--- config.mk ---
export PLATFORM = sky130hd
export DESIGN_NAME = div
export DESIGN_NICKNAME = d
export VERILOG_FILES = /design/src/rtl/div.sv
export SDC_FILE = /design/constraint.sdc
export NUM_CORES = 1
export LEC_CHECK = 0
export BUFFER_PORTS_ARGS = -buffer_cell sky130_fd_sc_hd__buf_4
export CAP_MARGIN = 20
export CELL_PAD_IN_SITES_DETAIL_PLACEMENT = 0
export CELL_PAD_IN_SITES_GLOBAL_PLACEMENT = 1
export CORE_MARGIN = 5
export CORE_UTILIZATION = 44
export CTS_CLUSTER_DIAMETER = 40
export DETAILED_ROUTE_END_ITERATION = 7
export PLACE_DENSITY = 0.95
export SETUP_SLACK_MARGIN = 0.02
export SKIP_LAST_GASP = 1
export SLEW_MARGIN = 20
export SYNTH_ARGS = -nofsm -noshare
export SYNTH_HDL_FRONTEND = slang
export SYNTH_SLANG_ARGS = --single-unit
--- constraint.sdc ---
create_clock -name clk_i -period 4.85 [get_ports clk_i]
set_clock_uncertainty 0.15 [all_clocks]
set_input_delay 0.485 -clock clk_i [delete_from_list [all_inputs] [get_ports clk_i]]
set_output_delay 0.485 -clock clk_i [all_outputs]
set_load 0.05 [all_outputs]
--- src/rtl/div.sv ---
// Sequential restoring divider: 2W-bit dividend / W-bit divisor, one quotient bit per clock.
// Optional DIV_DONE_PULSE_EN adds a one-cycle done_o pulse on every completion.
module div #(
    parameter int W = 8
) (
    input  logic           clk_i,
    input  logic           rst_i,
    input  logic [2*W-1:0] a_bi,
    input  logic [W-1:0]   b_bi,
    input  logic           start_i,
    output logic           busy_o,
    output logic [2*W-1:0] y_bo,
    output logic [W-1:0]   r_bo,
    output logic           div0_o
`ifdef DIV_DONE_PULSE_EN
    ,
    output logic           done_o
`endif
);

    localparam int CW = $clog2(2*W);
    localparam logic [CW-1:0] LAST = CW'(2*W-1);

    typedef enum logic [1:0] {IDLE, WORK, ZERO} state_t;

    state_t          state_q, state_d;
    // Only W bits are stored: the W+1-bit partial remainder exists between shift
    // and compare, and after a conditional subtract it is always < divisor.
    logic [W-1:0]    rem_q, rem_d;
    logic [2*W-1:0]  q_q, q_d;
    logic [W-1:0]    dvs_q, dvs_d;
    logic [CW-1:0]   cnt_q, cnt_d;
    logic [2*W-1:0]  y_q, y_d;
    logic [W-1:0]    r_q, r_d;
    logic            div0_q, div0_d;
    logic            done_d;

    logic [W:0]      rem_sh;
    logic [W-1:0]    diff;
    logic            ge;

    assign rem_sh = {rem_q, q_q[2*W-1]};
    assign ge     = rem_sh >= {1'b0, dvs_q};
    // True difference is < divisor, so W-bit modular subtraction is exact.
    assign diff   = rem_sh[W-1:0] - dvs_q;

    always_comb begin
        state_d = state_q;
        rem_d   = rem_q;
        q_d     = q_q;
        dvs_d   = dvs_q;
        cnt_d   = cnt_q;
        y_d     = y_q;
        r_d     = r_q;
        div0_d  = div0_q;
        done_d  = 1'b0;
        case (state_q)
            IDLE: begin
                if (start_i) begin
                    dvs_d   = b_bi;
                    q_d     = a_bi;
                    rem_d   = '0;
                    cnt_d   = '0;
                    state_d = (b_bi == '0) ? ZERO : WORK;
                end
            end
            WORK: begin
                rem_d = ge ? diff : rem_sh[W-1:0];
                q_d   = {q_q[2*W-2:0], ge};
                cnt_d = cnt_q + 1'b1;
                if (cnt_q == LAST) begin
                    y_d     = q_d;
                    r_d     = rem_d;
                    div0_d  = 1'b0;
                    cnt_d   = '0;
                    done_d  = 1'b1;
                    state_d = IDLE;
                end
            end
            ZERO: begin
                y_d     = '1;
                r_d     = q_q[W-1:0];
                div0_d  = 1'b1;
                done_d  = 1'b1;
                state_d = IDLE;
            end
            default: state_d = IDLE;
        endcase
    end

    always_ff @(posedge clk_i) begin
        if (!rst_i) begin
            state_q <= IDLE;
            rem_q   <= '0;
            q_q     <= '0;
            dvs_q   <= '0;
            cnt_q   <= '0;
            y_q     <= '0;
            r_q     <= '0;
            div0_q  <= 1'b0;
        end else begin
            state_q <= state_d;
            rem_q   <= rem_d;
            q_q     <= q_d;
            dvs_q   <= dvs_d;
            cnt_q   <= cnt_d;
            y_q     <= y_d;
            r_q     <= r_d;
            div0_q  <= div0_d;
        end
    end

    assign busy_o = (state_q != IDLE);
    assign y_bo   = y_q;
    assign r_bo   = r_q;
    assign div0_o = div0_q;

`ifdef DIV_DONE_PULSE_EN
    logic done_q;
    always_ff @(posedge clk_i) begin
        if (!rst_i) done_q <= 1'b0;
        else        done_q <= done_d;
    end
    assign done_o = done_q;
`else
    logic unused_done;
    assign unused_done = done_d;
`endif

endmodule

-- Yosys cells after proc, flatten, opt, wreduce, memory -nomap -nowiden
Index checks and enable logic that the tools add are counted.
- register bits after elaboration: 63
- bits in latches: 0
- bits in writable memories: 0
- ROM bits: 0
- bits of input ports: 27
- output and inout bits: 26
- logic and storage cells: 43
- memories kept: 0
- $add $sub $neg: 2
- multipliers: 0
- div/mod/pow operators: 0
- order comparisons: 1
- eq/ne operators: 5
- shifts and indexed selects: 0
- muxes and demuxes: 18
- bitwise logic cells: 0
- reductions and logical operators: 9
- operator list (cell ; count):
    $pmux 16 s2 ; 2
    $mux 16 ; 2
    $pmux 8 s2 ; 2
    $mux 8 ; 3
    $ge 9x8->1 ; 1
    $logic_not 8->1 ; 1
    $mux 4 ; 2
    $pmux 4 s2 ; 1
    $reduce_and 2->1 ; 4
    $sub 8x8->8 ; 1
    $mux 2 ; 3
    $reduce_bool 2->1 ; 3
    $add 4x1->4 const B ; 1
    $eq 4x4->1 const B ; 1
    $ne 2x2->1 const B ; 2
    $pmux 2 s2 ; 1
    $eq 2x1->1 const B ; 1
    $eq 2x2->1 const B ; 1
    $logic_not 2->1 ; 1
    $pmux 1 s2 ; 1
    $mux 1 ; 1

-- Longest topological paths before layout
Gate-level depths: netlist (run 1).
- word-level depth: 4
- depth in mapped cells: 9
- depth with buffers taken out: 9

-- Worst setup path before layout (run 1)
No wires, ideal clock.
- path kind: register to register
- from: reg dvs_q[3]
- to: reg rem_q[2]
- library setup time: 0.117 ns
- arrival time: 1.802 ns
- required time: 4.583 ns
- slack: 2.780 ns
- cell stages (with the launch flop): 8
- buffers on the path: 0
- clock period less this slack: 2.070 ns
- path through: dfxtp_1 > inv_1 > ha_1 > o21ai_0 > a21o_1 > a31oi_4 > or3_1 > a32o_1
- longest elaborated chain between the ends: 3
- RTL lines (what ; line ; source):
    start, declared ; 31 ; logic [W-1:0] dvs_q, dvs_d;
    start signal, assigned ; 105 ; dvs_q <= dvs_d;
    $ge 9x8->1 ; 43 ; assign ge = rem_sh >= {1'b0, dvs_q};
    $mux 8 ; 68 ; rem_d = ge ? diff : rem_sh[W-1:0];
    $pmux 8 s2 ; 57 ; case (state_q)
    end signal, assigned ; 103 ; rem_q <= rem_d;
    end, declared ; 29 ; logic [W-1:0] rem_q, rem_d;
No other way between the ends.
A chain may end at the register's enable or synchronous reset.

-- Worst setup path after layout (run 1)
- from: reg state_q[1]
- to: reg r_q[2], in the netlist r_bo[2]
- longest elaborated chain between the ends: 3
- elaborated cells on any way between the ends: 6
- classes of those cells: eq/ne (3); mux (1); reduce/logical (2)
- RTL lines (what ; line ; source):
    start, declared ; 26 ; state_t state_q, state_d;
    start signal, assigned ; 102 ; state_q <= state_d;
    $eq 2x1->1 or $eq 2x2->1 (tied branches) ; 57 ;
    $ne 2x2->1 (no line) or $reduce_bool 2->1 (tied branches) ; n/a ;
    $reduce_and 2->1 (no line) ; n/a ;
    end signal, assigned ; 108 ; r_q <= r_d;
    end, declared ; 34 ; logic [W-1:0] r_q, r_d;
Several ways; a longest one is shown, not always the timed one.

==> results.toml, run 1 <==
[status]
status = "completed"

[critical_path]
slowest_delay_ns = 0.78
startpoint = "state_q[1]"
reg2reg_from = "state_q[1]"
r2r_setup_slack_ns = 2.17
critPathSlowestCell = "nor2_1"
worstPathMaxFanout = 21
path_class = "register to register"
worstSetupStartpointType = "register"
worst_setup_path_end_kind = "register"
cp.required_ns = 4.94
cp_cell_sequence = "nand2b_1 > nor2_1 > buf_4 > o21ai_0 > and2_1 > a41o_1"
critPathArrivalTime_ns = 2.77

[drt]
drt_iter0_markers = 240
postRouteAntennaNets = 0
wl_per_cell_um = 15.0
first_pass_iters = 5
wirelength_um = 7900
viasPerCell = 5.50
vias = 2895
drc = 0

[logic_synthesis]
yosys_warnings = 0
netlist_instances = 384
synth_cell_types = 56
postSynthNetCount = 421
ys.flop_type = "dfxtp_1"
syn_avg_cell_area_sq_um = 8.09
yosys_register_bits = 63
synth_edf_count = 0
ys_seq_area_share_pct = 40.6
synth_area_sq_um = 3110
async_flop_share_pct = 0

[placement]
gp_congestion = 0.843
hpwlAfterDp_um = 5480
pre_cts_slack_ns = 2.17
portBuffers = 52

[cts]
cts.sinks = 63
cts_tree = "done"
cts_buffers = 9
clk_pin_slew_ns = 0.07
root_buffer = "clkbuf_8"
cts_setup_buffers = 0
cts-htree-levels = 3
cts_hold_buf = 0
clk-insertion-delay-late_ns = 0.34
cts_resized = 0
clock_path_buffers = 2

[timing]
timing.final.crit_share_pct = 55.2
worst_slew_pin_slew_ns = 0.998
relSlewSlack_pct = 33.2
hold_ws_ns = 0.241
maxSlewViolCount = 0
fmax_mhz = 373
finalWorstSetupSlack_ns = 2.17
hold_violations = 0
rsz0062_at_grt = "false"
setup_viol = 0
timing.final.crit_period_ns = 2.68
tns_ns = 0

[pwr]
ir_drop_mv = 0.249
power_w = 0.00202
cellLeakagePower_nw = 1.48
power_density_nw_per_um2 = 539

[cells_and_area]
num-fill-cells = 663
fin_nets = 462
final_util_pct = 54.9
final_common_cell = "nand2_1"
area_growth_pct = 20.7
multi_input_area_sq_um = 1700
drive_gt1_share_pct = 19.3
layout_common_cells = "nand2_1 (85), dfxtp_1 (63), buf_4 (54)"
seqCellArea_sq_um = 1260
antenna_cells = 0

[grt]
grt_max_degree = 47
grt.total_usage_pct = 18.2
grt_pass1_vias = 2622
grt_antenna_before_repair = 0
grt_pass1_wl_um = 12700
grt_overflow = 0

[hold_path]
min-delay-start = "a_bi[14]"
hold_class = "input port to register"

[floorplanning]
start_util_pct = 45.5
io_pins = 53
die-width_um = 94.0
dieHeight_um = 94.0
dieArea_sq_um = 8840
placementRows = 30
coreArea_sq_um = 6830

[flow_run]
max_cap_viol_count = 0
-- final cells by class --
| class | instances | share of cell area [%] |
|---|---|---|
| clock buffers | 10 | 3.40 |
| clock inverters | 6 | 2.27 |
| flip-flops and latches | 63 | 33.6 |
| inverters | 13 | 1.30 |
| well taps | 96 | 3.20 |
| multi-input cells | 284 | 45.4 |
| repair buffers | 54 | 10.8 |
-- synth_stat cells (2+ instances only) --
cell type  count  share of area (%)
a211oi_1       9                2.2
a21o_1         2               0.48
a21oi_1       22                3.5
a22oi_1       10                2.4
a31oi_1       18                3.6
and2_1         3               0.60
and3_1         3               0.60
buf_2          3               0.48
clkbuf_1      19                2.3
dfxtp_1       63                 41
ha_1           9                3.6
inv_1         12                1.4
mux2_2         2               0.72
mux2i_1        8                2.6
nand2_1       85                 10
nand2b_1       4               0.81
nand3_1        6               0.97
nand4_1        2               0.40
nor2_1        28                3.4
nor2b_1        4               0.81
nor3_1         5               0.81
o2111ai_1      2               0.56
o211ai_1       2               0.48
o21a_1         3               0.72
o21ai_0       14                2.3
o221ai_1       2               0.56
o31ai_1       10                2.4
or2_2          3               0.60
or4_1          2               0.48
or4b_1         2               0.64
xnor2_1        2               0.56
-- path summary, 6_finish.rpt --
kind                            depth (start not counted)  endpoint
worst max-delay path                                    6   r_bo[2]
worst min register to register                          2  dvs_q[3]
worst min-delay path                                    3   q_q[14]
worst max register to register                          6   r_bo[2]
-- report_power, final --
part	internal [W]	switching, W
Sequential	0.000569	0.0000564
Combinational	0.000334	0.000568
Clock	0.000287	0.000206
Total	0.00119	0.000831
-- flip-flops by register name (all words and copies together) (netlist names) --
signal,flops
q_q,16
y_bo,16
dvs_q,8
r_bo,8
rem_q,8
cnt_q,4
state_q,2
div0_o,1
-- metrics by stage --
| stage | std cells | instance area (sq um) |
|---|---|---|
| 2_1_floorplan | 384 | 3110 |
| 3_3_place_gp | 510 | 3540 |
| 3_5_place_dp | 510 | 3540 |
| 4_1_cts | 526 | 3750 |
| 5_1_grt | 526 | 3750 |
| 6_report | 526 | 3750 |
-- cell families (layout without fill, tap and decap cells) --
kind of cell,Yosys count,count (layout),share of synthesized area [%]
xor gates and xnor gates,3,3,0.846
muxes,10,10,3.30
adders and majority gates,10,10,4.27
and+or+nand+nor,153,153,22.0
DFF,63,63,40.6
buffers and inverters,37,83,4.71
AOI/OAI and AO/OA,108,108,24.2
-- per-layer routing --
metal | share of wire, % | GRT usage [%] | wire length, um
met5 | 0 | 0 | 0
met4 | 1.4 | 6.38 | 109
met3 | 6.8 | 5.77 | 540
met2 | 45 | 27.3 | 3520
met1 | 47 | 24.6 | 3720
-- worst max-delay path: cells and delay by family, from the launching register on --
kind,cells,cell delay (ns)
buffers and inverters,1,0.35
DFF,1,0.34
and+or+nand+nor,3,1.42
AOI/OAI and AO/OA,2,0.31
(Power assumes the default switching activity.)
==> run 2, diff against run 1 <==
--- a/config.mk
+++ b/config.mk
@@ -10,10 +10,10 @@
 export CELL_PAD_IN_SITES_DETAIL_PLACEMENT = 0
 export CELL_PAD_IN_SITES_GLOBAL_PLACEMENT = 1
 export CORE_MARGIN = 5
-export CORE_UTILIZATION = 44
+export CORE_UTILIZATION = 37
 export CTS_CLUSTER_DIAMETER = 40
 export DETAILED_ROUTE_END_ITERATION = 7
-export PLACE_DENSITY = 0.95
+export PLACE_DENSITY = 0.86
 export SETUP_SLACK_MARGIN = 0.02
 export SKIP_LAST_GASP = 1
 export SLEW_MARGIN = 20
==> constraint.sdc (replaced) <==
create_clock -name clk_i -period 2.4 [get_ports clk_i]
set_clock_uncertainty 0.15 [all_clocks]
set_input_delay 0.24 -clock clk_i [delete_from_list [all_inputs] [get_ports clk_i]]
set_output_delay 0.24 -clock clk_i [all_outputs]
set_load 0.05 [all_outputs]
==> run 2 against run 1 <==
Compared with the run above:
- global-route usage shrank 2.0 points
- total power grew 110%
- cell count grew 5.1%
- worst hold slack lost 0.23 ns
- worst setup slack lost 2.1 ns
- first-iteration DRC count shrank 17%
- critical path depth grew 1
- design area grew 5.2%
- flip-flop and latch count is the same
- register-to-register slack lost 2.1 ns
- sequential power grew 100%
- largest power group unchanged
- highest routed layer unchanged
==> results.toml, run 2 (synthesized netlist as in run 1, its figures left out) <==
[status]
status = "completed"

[cells_and_area]
area_growth_pct = 27.0
antenna_cells = 0
final_common_cell = "nand2_1"
num-fill-cells = 810
layout_common_cells = "nand2_1 (85), dfxtp_1 (63), buf_4 (63)"
design_area_sq_um = 3950
fin_nets = 480
drive_gt1_share_pct = 20.8

[timing]
worst_slew_pin_slew_ns = 0.983
hold_violations = 0
tns_ns = 0
fmax_mhz = 431
finalWorstSetupSlack_ns = 0.0793
setup_viol = 0
timing.final.crit_share_pct = 96.7
timing.final.crit_period_ns = 2.32
rsz0062_at_grt = "false"
relSlewSlack_pct = 34.2
maxSlewViolCount = 0
hold_ws_ns = 0.0104

[pwr]
ir_drop_mv = 0.469
power_w = 0.00417
power_density_nw_per_um2 = 1060
cellLeakagePower_nw = 1.58

[hold_path]
hold_class = "input port to register"
hold_path_depth = 3
whs_endpoint = "dvs_q[3]"
min-delay-start = "b_bi[3]"

[floorplanning]
dieArea_sq_um = 10300
io_pins = 53
start_util_pct = 37.8
dieHeight_um = 102
placementRows = 33
die-width_um = 102
coreArea_sq_um = 8220

[drt]
viasPerCell = 5.36
vias = 2964
wl_per_cell_um = 14.8
drt_iter0_markers = 199
first_pass_iters = 4
postRouteAntennaNets = 0
drc = 0
wirelength_um = 8180

[grt]
grt_antenna_before_repair = 0
grt_max_degree = 46
grt_pass1_wl_um = 13200
grt_pass1_vias = 2655
grt.total_usage_pct = 16.3
grt_overflow = 0

[critical_path]
worstPathMaxFanout = 4
r2r_setup_slack_ns = 0.08
cp.required_ns = 2.48
startpoint = "dvs_q[2]"
critPathSlowestCell = "or4_4"
path_class = "register to register"
worstSetupStartpointType = "register"
cp_cell_sequence = "inv_1 > ha_1 > or2_4 > o221a_4 > or4_4 > a221oi_2 > o31ai_1"
reg2reg_from = "dvs_q[2]"
worst_setup_path_end_kind = "register"
r2r_cells = 7
rr_endpoint = "r_bo[7]"
critPathArrivalTime_ns = 2.40
slowest_delay_ns = 0.42

[cts]
cts_buffers = 9
cts_tree = "done"
cts-htree-levels = 3
clock_path_buffers = 2
clk-insertion-delay-late_ns = 0.34
cts.sinks = 63
root_buffer = "clkbuf_8"
cts_setup_buffers = 0
clk_pin_slew_ns = 0.07

[placement]
portBuffers = 52
hpwlAfterDp_um = 5900
place_area_sq_um = 3620
pre_cts_slack_ns = 0.110
gp_congestion = 0.876

[flow_run]
max_cap_viol_count = 0
==> run 2: cell types whose count changed in the layout (fill, tap and decap cells not counted), sizes merged <==
cell / before / now
clkinvlp: 2 / 0
buf: 54 / 63
clkinv: 2 / 1
dlygate4sd3: 0 / 9
clkbuf: 10 / 13
==> run 2: per-layer routing <==
layer | wire length (um) | GRT usage (%) | vias to the layer above
met3 | 494 | 4.75 | 6
met1 | 3800 | 23.0 | 1384
met5 | 0 | 0 | -
li1 | - | - | 1491
met2 | 3810 | 24.3 | 83
met4 | 72 | 3.99 | 0
==> run 2: through the flow <==
stage | std cells | utilization (%)
5_1_grt | 553 | 48.0
3_3_place_gp | 528 | 44.0
4_1_cts | 553 | 47.8
2_1_floorplan | 384 | -
3_5_place_dp | 528 | 44.0
6_report | 553 | 48.0
==> run 2: worst max-delay path by stage <==
stage | endpoint | cells after the start
floorplan | rem_q[2] | 7
global placement | r_bo[7] | 6
detailed placement | r_bo[7] | 6
CTS | r_bo[7] | 6
global route | r_bo[7] | 7
finish | r_bo[7] | 7
==> run 2: what timing repair did <==
item / 4_1_cts / 5_1_grt
hold buffers: 9 / 0
hold endpoints to repair: 9 / 0
setup endpoints to repair: 0 / 2
gates resized for setup: 0 / 3
==> run 2: final cells by class <==
class / instances / area, sq um / share of cell area, %
Multi-Input combinational cell: 284 / 1720 / 43.5
Sequential cell: 63 / 1260 / 32.0
Timing Repair Buffer: 72 / 563 / 14.3
Clock buffer: 13 / 159 / 4.03
Tap cell: 105 / 131 / 3.33
Clock inverter: 3 / 65.1 / 1.65
Inverter: 13 / 48.8 / 1.24
==> run 2: report_power, final <==
group	total [W]	internal, W	switching (W)
clock	0.00105	0.000641	0.000405
combinational	0.00186	0.000741	0.00112
sequential	0.00126	0.00115	0.000114
==> run 2: worst max-delay path: cells and delay by family (launching register included) <==
family | cells | cell delay, ns
AO/OA/AOI/OAI | 3 | 0.70
flip-flops | 1 | 0.34
adder cells (fa/ha/maj) | 1 | 0.26
buffers and inverters | 1 | 0.05
AND/OR/NAND/NOR | 2 | 0.72
==> run 3, diff against run 2 <==
--- a/config.mk
+++ b/config.mk
@@ -13,7 +13,7 @@
 export CORE_UTILIZATION = 37
 export CTS_CLUSTER_DIAMETER = 40
 export DETAILED_ROUTE_END_ITERATION = 7
-export PLACE_DENSITY = 0.86
+export PLACE_DENSITY_LB_ADDON = 0.25
 export SETUP_SLACK_MARGIN = 0.02
 export SKIP_LAST_GASP = 1
 export SLEW_MARGIN = 20
==> run 3 against run 2 <==
Compared with the run above:
- core utilization fell by 0.091 points
- die area stayed put
- cell count up 0.72%
- sequential power barely moved
- routed wire length rose by 4.8%
- flip-flop and latch count unchanged
- count of clock-buffer cells in the layout is 2 lower
- largest cell class unchanged
- critical endpoint unchanged
- maximum frequency is 3.7% higher
==> results.toml, run 3 (synthesized netlist as in run 1, its figures left out) <==
[cts]
cts_tree = "done"
clk_pin_slew_ns = 0.08
cts-htree-levels = 3
cts_resized = 0
cts_buffers = 9
root_buffer = "clkbuf_8"
cts.sinks = 63
clock_path_buffers = 2
clk-insertion-delay-late_ns = 0.34

[cells_and_area]
design_area_sq_um = 3940
layout_common_cells = "nand2_1 (85), buf_4 (66), dfxtp_1 (63)"
final_cells = 557
antenna_cells = 0
drive_gt1_share_pct = 21.0
final_common_cell = "nand2_1"
fin_nets = 484
area_growth_pct = 26.8
final_util_pct = 47.9

[drt]
drc = 0
wl_per_cell_um = 15.4
vias = 2935
wirelength_um = 8570
viasPerCell = 5.27
postRouteAntennaNets = 0
drt_iter0_markers = 120
first_pass_iters = 4

[timing]
setup_viol = 0
tns_ns = 0
rsz0062_at_grt = "false"
fmax_mhz = 447
worst_slew_pin_slew_ns = 0.538
relSlewSlack_pct = 64.1
hold_violations = 0
hold_ws_ns = 0.0144
timing.final.crit_share_pct = 93.3
maxSlewViolCount = 0
timing.final.crit_period_ns = 2.24

[hold_path]
hold_path_depth = 3
min-delay-start = "b_bi[2]"
hold_class = "input port to register"
whs_endpoint = "dvs_q[2]"

[critical_path]
worst_setup_path_end_kind = "register"
cp.required_ns = 2.48
path_class = "register to register"
r2r_cells = 6
r2r_setup_slack_ns = 0.16
rr_endpoint = "r_bo[7]"
critPathArrivalTime_ns = 2.32
reg2reg_from = "rem_q[0]"
worstSetupStartpointType = "register"
worstPathMaxFanout = 5

[flow_run]
max_cap_viol_count = 0

[grt]
grt_overflow = 0
grt_max_degree = 30
grt_pass1_vias = 2783
grt_antenna_before_repair = 0
grt_pass1_wl_um = 14000
grt.total_usage_pct = 17.2

[placement]
gp_congestion = 0.814
portBuffers = 52
hpwlAfterDp_um = 6260
place_area_sq_um = 3640
dp.cells = 530

[floorplanning]
coreArea_sq_um = 8220
io_pins = 53
die-width_um = 102
dieArea_sq_um = 10300
start_util_pct = 37.8
dieHeight_um = 102
placementRows = 33

[pwr]
power_density_nw_per_um2 = 1030
ir_drop_mv = 0.462
cellLeakagePower_nw = 1.58

[status]
status = "completed"
## run 3: cell types whose count changed in the layout (fill, tap and decap cells not counted), sizes merged
cell / before / now
clkbuf: 13 / 11
bufinv: 2 / 1
clkinv: 1 / 3
buf: 63 / 67
inv: 13 / 14
## run 3: worst max path at each step
| stage | start | end | slack [ns] | cells past startpoint |
|---|---|---|---|---|
| 3_5_place_dp | rem_q[0] | rem_q[2] | 0.17 | 6 |
| 5_1_grt | dvs_q[3] | r_bo[1] | 0.04 | 7 |
| 4_1_cts | dvs_q[1] | rem_q[2] | 0.15 | 7 |
| 6_report | rem_q[0] | r_bo[7] | 0.16 | 6 |
| 2_1_floorplan | dvs_q[3] | rem_q[2] | 0.33 | 7 |
| 3_3_place_gp | rem_q[0] | rem_q[2] | 0.18 | 6 |
## run 3: timing repair
action,in CTS,in global routing
endpoints found under the hold margin,8,1
buffers inserted,0,2
hold buffers,8,1
setup endpoints to repair,0,2
## run 3: power by group
group | switching, W | internal (W) | total (W)
logic | 0.00114 | 0.000764 | 0.00190
registers | 0.000110 | 0.00115 | 0.00126
clock network | 0.000420 | 0.000482 | 0.000902
total | 0.00167 | 0.00240 | 0.00406
## run 3: metrics by stage
step                      power, W  setup WS (ns)
after floorplan            0.00264          0.330
after global placement     0.00308          0.179
after detailed placement   0.00308          0.170
after CTS                  0.00402          0.150
after global routing       0.00433         0.0420
final                      0.00406          0.161
## run 3: cell type report
| type | count | area (sq um) |
|---|---|---|
| Clock buffer | 11 | 131 |
| Clock inverter | 5 | 57.6 |
| Fill cell | 824 | 4280 |
| Inverter | 13 | 48.8 |
| Sequential cell | 63 | 1260 |
| Tap cell | 105 | 131 |
| Multi-Input combinational cell | 284 | 1700 |
| Timing Repair Buffer | 76 | 606 |
## run 3: per-layer routing
metal	GRT usage, %	vias up	routed length [um]
li1	-	1495	-
met5	0	-	0
met2	27.7	55	4030
met1	23.0	1376	4030
met3	4.27	9	422
met4	4.60	0	92
## run 3: worst max-delay path, stage by stage (launching register included)
cell      delay, ns
dfxtp_1        0.44
ha_1           0.28
nor2b_1        0.16
o221a_4        0.26
or4_4          0.42
a221oi_2       0.30
o31ai_1        0.12
